[src/rtl/unsaved_counter_if.sv]
// Command/result bundle for unsaved_counter.
// The master drives the load/divide/decrement commands and the operand.
// The slave (the counter) returns the count and its zero flag.
interface unsaved_counter_if #(
  parameter int WIDTH = 8
);
  logic             latch_readdata;
  logic             div_readdata;
  logic             dec_readdata;
  logic [WIDTH-1:0] in_readdata;
  logic [WIDTH-1:0] count_writedata;
  logic             zero_writedata;

  modport master (
    output latch_readdata,
    output div_readdata,
    output dec_readdata,
    output in_readdata,
    input  count_writedata,
    input  zero_writedata
  );

  modport slave (
    input  latch_readdata,
    input  div_readdata,
    input  dec_readdata,
    input  in_readdata,
    output count_writedata,
    output zero_writedata
  );
endinterface

[src/rtl/unsaved_counter.sv]
// Loadable down-counter with single-cycle unsigned divide and saturating
// decrement. Command priority per edge: reset, latch, div, dec, hold.
// The count register drives the count output directly; the zero flag is
// decoded from that register so both are valid in the same cycle.
module unsaved_counter #(
  parameter int WIDTH = 8
) (
  input  logic               clk_clk,
  input  logic               reset_reset_n,  // active-high despite the name
  unsaved_counter_if.slave   bus
);

  localparam logic [WIDTH-1:0] ZERO_C = {WIDTH{1'b0}};
  localparam logic [WIDTH-1:0] ONE_C  = {{(WIDTH-1){1'b0}}, 1'b1};

  logic [WIDTH-1:0] count_q;
  logic [WIDTH-1:0] count_d;

  // Unsigned divide that leaves the dividend untouched on a zero divisor,
  // so divide-by-zero behaves as a hold with no error reporting.
  function automatic logic [WIDTH-1:0] safe_div(
    input logic [WIDTH-1:0] num,
    input logic [WIDTH-1:0] den
  );
    logic [WIDTH-1:0] res;
    if (den == ZERO_C) begin
      res = num;
    end else begin
      res = num / den;
    end
    return res;
  endfunction

  // Decrement that sticks at zero instead of wrapping to all-ones.
  function automatic logic [WIDTH-1:0] sat_dec(
    input logic [WIDTH-1:0] val
  );
    logic [WIDTH-1:0] res;
    if (val == ZERO_C) begin
      res = ZERO_C;
    end else begin
      res = val - ONE_C;
    end
    return res;
  endfunction

  // Next-count selection: latch beats div beats dec; otherwise hold.
  always_comb begin
    count_d = count_q;
    if (bus.latch_readdata) begin
      count_d = bus.in_readdata;
    end else if (bus.div_readdata) begin
      count_d = safe_div(count_q, bus.in_readdata);
    end else if (bus.dec_readdata) begin
      count_d = sat_dec(count_q);
    end else begin
      count_d = count_q;
    end
  end

  // Count register with synchronous reset overriding any command.
  always_ff @(posedge clk_clk) begin
    if (reset_reset_n) begin
      count_q <= ZERO_C;
    end else begin
      count_q <= count_d;
    end
  end

  assign bus.count_writedata = count_q;
  assign bus.zero_writedata  = (count_q == ZERO_C);

endmodule

[src/flat_wrapper.sv]
// flat-port wrapper written by rule: the top's interface ports become plain ports
module unsaved_counter_flat 
#(
  parameter int WIDTH = 8
)
  (clk_clk, reset_reset_n, bus_latch_readdata, bus_div_readdata, bus_dec_readdata, bus_in_readdata, bus_count_writedata, bus_zero_writedata);
  unsaved_counter_if #(.WIDTH(WIDTH)) bus_i ();
  input  logic clk_clk;
  input  logic reset_reset_n;
  input wire logic [$bits(bus_i.latch_readdata)-1:0] bus_latch_readdata;
  input wire logic [$bits(bus_i.div_readdata)-1:0] bus_div_readdata;
  input wire logic [$bits(bus_i.dec_readdata)-1:0] bus_dec_readdata;
  input wire logic [$bits(bus_i.in_readdata)-1:0] bus_in_readdata;
  output wire logic [$bits(bus_i.count_writedata)-1:0] bus_count_writedata;
  output wire logic [$bits(bus_i.zero_writedata)-1:0] bus_zero_writedata;
  assign bus_i.latch_readdata = bus_latch_readdata;
  assign bus_i.div_readdata = bus_div_readdata;
  assign bus_i.dec_readdata = bus_dec_readdata;
  assign bus_i.in_readdata = bus_in_readdata;
  assign bus_count_writedata = bus_i.count_writedata;
  assign bus_zero_writedata = bus_i.zero_writedata;
  unsaved_counter #(.WIDTH(WIDTH)) u_core (.clk_clk(clk_clk), .reset_reset_n(reset_reset_n), .bus(bus_i));
endmodule
[config.mk]
export PLATFORM = sky130hd
export DESIGN_NAME = unsaved_counter_flat
export DESIGN_NICKNAME = d
export VERILOG_FILES = /design/src/rtl/unsaved_counter_if.sv /design/src/rtl/unsaved_counter.sv /design/src/flat_wrapper.sv
export SDC_FILE = /design/constraint.sdc
export NUM_CORES = 1
export LEC_CHECK = 0
export BUFFER_PORTS_ARGS = -buffer_cell sky130_fd_sc_hd__buf_2
export CAP_MARGIN = 20
export CORE_MARGIN = 2
export CORE_UTILIZATION = 37
export DETAILED_ROUTE_END_ITERATION = 7
export PLACE_DENSITY_LB_ADDON = 0.12
export SYNTH_ARGS = -nofsm -noshare
export SYNTH_HDL_FRONTEND = slang
export SYNTH_SLANG_ARGS = --single-unit
[constraint.sdc]
create_clock -name clk_clk -period 18.36 [get_ports clk_clk]
set_input_delay 0.918 -clock clk_clk [delete_from_list [all_inputs] [get_ports clk_clk]]
set_output_delay 0.918 -clock clk_clk [all_outputs]
set_load 0.01 [all_outputs]
After elaboration in Yosys (flattened, before gate mapping)
Cells that the tools add are included.
Widths: inputs -> output; s select.
- reduce and logical (&&, ||, !) cells: 4
- equal/unequal tests: 1
- $add $sub $neg: 1
- div/mod/pow operators: 1
- mux-type cells: 5
- operator list (operator ; number):
    $mux 8 ; 5
    $logic_not 8->1 ; 2
    $div 8x8->8 ; 1
    $sub 8x1->8 const B ; 1
    $ne 3x3->1 const B ; 1
    $reduce_bool 3->1 ; 1
    $reduce_and 2->1 ; 1
- input port bits: 13
- output and inout port bits: 9
- word-level logic and storage cells: 13
- flip-flop bits (word level): 8

Depth between registers and ports, before layout
- word-level depth: 5
- mapped depth: 50
- mapped depth without buffers: 47

Worst setup path before layout
Ideal clock, no wire load.
- kind: in2reg
- start: in bus_in_readdata[7]
- end: reg u_core.count_q[0], in the netlist u_core.bus.count_writedata[0]
- slack: 7.403 ns
- data arrival time: 10.828 ns
- stages: 46
- path buffers: 4
- data required time: 18.231 ns
- cells stage by stage: buf_6 -> or4_1 -> buf_2 -> nor3_1 -> a21boi_0 -> ha_1 -> o21a_1 -> or2_2 -> a32o_1 -> ha_1 -> o211ai_1 -> a211oi_4 -> mux2_4 -> ha_1 -> or3_1 -> o22ai_1 -> nand2b_1 -> nor2_1 -> [... 10 more ...] -> or3_1 -> o22ai_1 -> o32ai_1 -> nor2_1 -> a21oi_1 -> ha_1 -> o21a_1 -> o311ai_0 -> o21ai_0 -> o21ai_0 -> clkbuf_1 -> mux2_2 -> ha_1 -> a21o_1 -> a211oi_1 -> a31oi_1 -> a211oi_1 -> o22ai_1
- word-level cells in the longest chain between the ends: 4
- elaborated cells between the ends (all ways): 7
- classes of those cells: div: 1; eq/ne: 1; mux: 3; reduce/logical: 2
- ends and longest elaborated chain (element ; RTL line ; source):
    from (decl) ; flat_wrapper.sv:13 ; input wire logic [$bits(bus_i.in_readdata)-1:0] bus_in_readdata;
    $div 8x8->8 ; unsaved_counter.sv:29 ; res = num / den;
    $mux 8 ; unsaved_counter.sv:26 ; if (den == ZERO_C) begin
    $mux 8 ; unsaved_counter.sv:52 ; end else if (bus.div_readdata) begin
    $mux 8 ; unsaved_counter.sv:50 ; if (bus.latch_readdata) begin
    to (signal assigned) ; unsaved_counter.sv:66 ; count_q <= count_d;
    to (decl) ; unsaved_counter.sv:16 ; logic [WIDTH-1:0] count_q;
Parallel ways exist; a longest one is shown, timed or not. The select of a mux whose other input is x is not followed.
A chain may end at the register's enable or synchronous reset.

Worst setup path in the final report
Same ends and word-level chain as after synthesis.

==> results.yml <==
grt:
  grt_max_degree: 18
  antenna_found_initial: 0
  overflow: 0
  grt_use_total: 0.1896
  grt_pass1_vias: 2024
  grt_pass1_wl_mm: 9.867
min_path:
  hold_class: "register to register"
  hold_depth: 2
cts:
  worstSkewPairLatency_ns: 0.23
  htreeDepth: 1
  cts.sinks: 8
  post_cts_resized: 0
  holdBufCountCts: 0
  clockBufferDepth: 2
  cts_tree: "yes"
  cts-root-buf: "clkbuf_8"
  path_clk_slew_ns: 0.05
  cts_buffers: 3
  post_cts_buffers: 0
setup_path:
  required_ns: 18.46
  critPathMostFrequentCell: "ha_1"
  crit_type: "primary input to register"
  path_max_fanout: 11
  end_kind: "register"
  reg2regPathDepth: 43
  cpMaxStageDelayCell: "a22oi_1"
  slowest_delay_ns: 0.74
  start_kind: "primary input"
  cp.arrival_ns: 12.45
power_and_ir_drop:
  leakage_nw: 1.112
  power_uw: 127.4
  ir_drop_uv: 20.34
  power.density_mw_per_mm2: 54.16
timing:
  slew-limit-headroom: 0.3523
  fin_crit_sh: 0.6727
  clock_skew_ns: 0.005676
  rsz0062_at_grt: "no"
  final-hold-violation-count: 0
  fin_setup_tns_ns: 0
  min_period_ns: 12.35
  worstMarginPinSlew_ns: 0.9716
  finalMaxSlewViolations: 0
  fmax_ghz: 0.08096
  hold_slack_ns: 0.5643
  finalSetupViolations: 0
yosys:
  synth_ff_type: "dfxtp_1"
  ys_types: 55
  synth_nets: 348
  ys_warn_count: 0
  yosysTopAreaCellShare: 0.2256
  synth_area_mm2: 0.002163
  synth.top_cells.by_count: "ha_1, nor2_1, a21oi_1, o21ai_0, inv_1"
  async_reset_ff_frac: 0
  synth.avg_cell_area_um2: 7.309
  ys_seq_elements: 8
  seq_area_frac_synth: 0.07403
  synthCells: 296
  synth-edff-count: 0
  synth.most_common_cell: "ha_1"
  synth_area_leaders: "ha_1, dfxtp_1, nor2_1"
  synth_top_area_cell: "ha_1"
floorplanning:
  initial_core_util: 0.3881
  chipHeight_um: 80.47
  chipWidth_um: 80.47
  rows: 27
  core_area_mm2: 0.005574
  ios: 22
  die_area_mm2: 0.006475
route:
  postRouteAntennaNets: 0
  drc: 0
  post_drt_wl_per_cell_um: 15.52
  drt-initial-drc-count: 146
  avgViaCountPerCell: 5.777
  dr.pass1.iters: 6
  postRouteWirelength_mm: 5.912
  routed-via-count: 2201
final_layout:
  largest_reg_flops: 8
  drive_gt1_frac: 0.1327
  fin_util: 0.4220
  area_growth_syn_to_layout_pct: 8.734
  num_antenna_cells: 0
  stdcell_area_mm2: 0.002352
  nets: 363
place:
  gp_congestion: 0.8007
  dpl-instance-area_mm2: 0.002306
  post-dp-hpwl_mm: 4.675
  io_buffers: 21
run:
  max_cap_viol_count: 0
status:
  outcome: "completed"
## worst max-delay path: cells and delay by family
family / cells / cell delay, ns
AO/OA/AOI/OAI: 22 / 5.26
adder cells (fa/ha/maj): 7 / 1.88
buffers and inverters: 4 / 0.65
multiplexers: 2 / 0.71
AND/OR/NAND/NOR: 9 / 3.02
## where the power goes
group          total [mW]  switching (mW)  internal [mW]  leakage [nW]
Combinational      0.0842          0.0461         0.0381          1.02
Clock              0.0216         0.00734         0.0142        0.0216
Sequential         0.0216         0.00265         0.0189        0.0665
Total               0.127          0.0561         0.0713          1.11
## worst paths after layout
path / from / slack (ns) / to
max: bus_in_readdata[7] / 6.01 / u_core.bus.count_writedata[0]
min: u_core.bus.count_writedata[5] / 0.56 / u_core.bus.count_writedata[5]
max reg2reg: u_core.bus.count_writedata[7] / 7.19 / u_core.bus.count_writedata[0]
min reg2reg: u_core.bus.count_writedata[5] / 0.56 / u_core.bus.count_writedata[5]
## metal layers
metal	wire length [µm]	track usage
met1	3071	0.2816
met4	25	0.02034
met5	0	0
met3	234	0.01124
met2	2580	0.3083
## metrics by stage
step,setup WS (ns),instances
6_report,6.008,381
5_1_grt,5.044,381
4_1_cts,5.890,380
3_5_place_dp,5.714,377
3_3_place_gp,5.800,377
2_1_floorplan,7.403,296
## logic make-up (layout without fill, tap and decap cells)
| kind of cell | count (synthesis) | in the layout | synth area share |
|---|---|---|---|
| and+or+nand+nor | 94 | 94 | 0.2123 |
| xor gates and xnor gates | 14 | 14 | 0.05668 |
| adders and majority gates | 39 | 39 | 0.2256 |
| muxes | 10 | 10 | 0.05089 |
| DFF | 8 | 8 | 0.07403 |
| buffers and inverters | 31 | 44 | 0.05899 |
| AOI/OAI and AO/OA | 100 | 100 | 0.3216 |
## layout by cell type, fill, tap and decap left out, drive strengths merged, types with 3 or more instances in the layout
cell type	count
or3	6
a21boi	3
inv	18
ha	39
xor2	7
o211ai	4
o21a	13
a31oi	4
a22oi	3
clkbuf	3
nor3	14
buf	23
mux2	5
a21o	4
a21oi	22
and3	3
or2	3
nand2	15
o22ai	3
nor2	31
nor2b	7
o21ai	19
xnor2	7
dfxtp	8
a211oi	7
mux2i	5
a221oi	3
nand2b	5
## cell type report
class / instances / area, µm²
flip-flops and latches: 8 / 160.2
inverters: 18 / 67.56
fillers: 616 / 3222
clock buffers: 3 / 41.29
well taps: 72 / 90.09
multi-input cells: 257 / 1876
repair buffers: 23 / 117.6
Power figures use the tool's default switching activity.
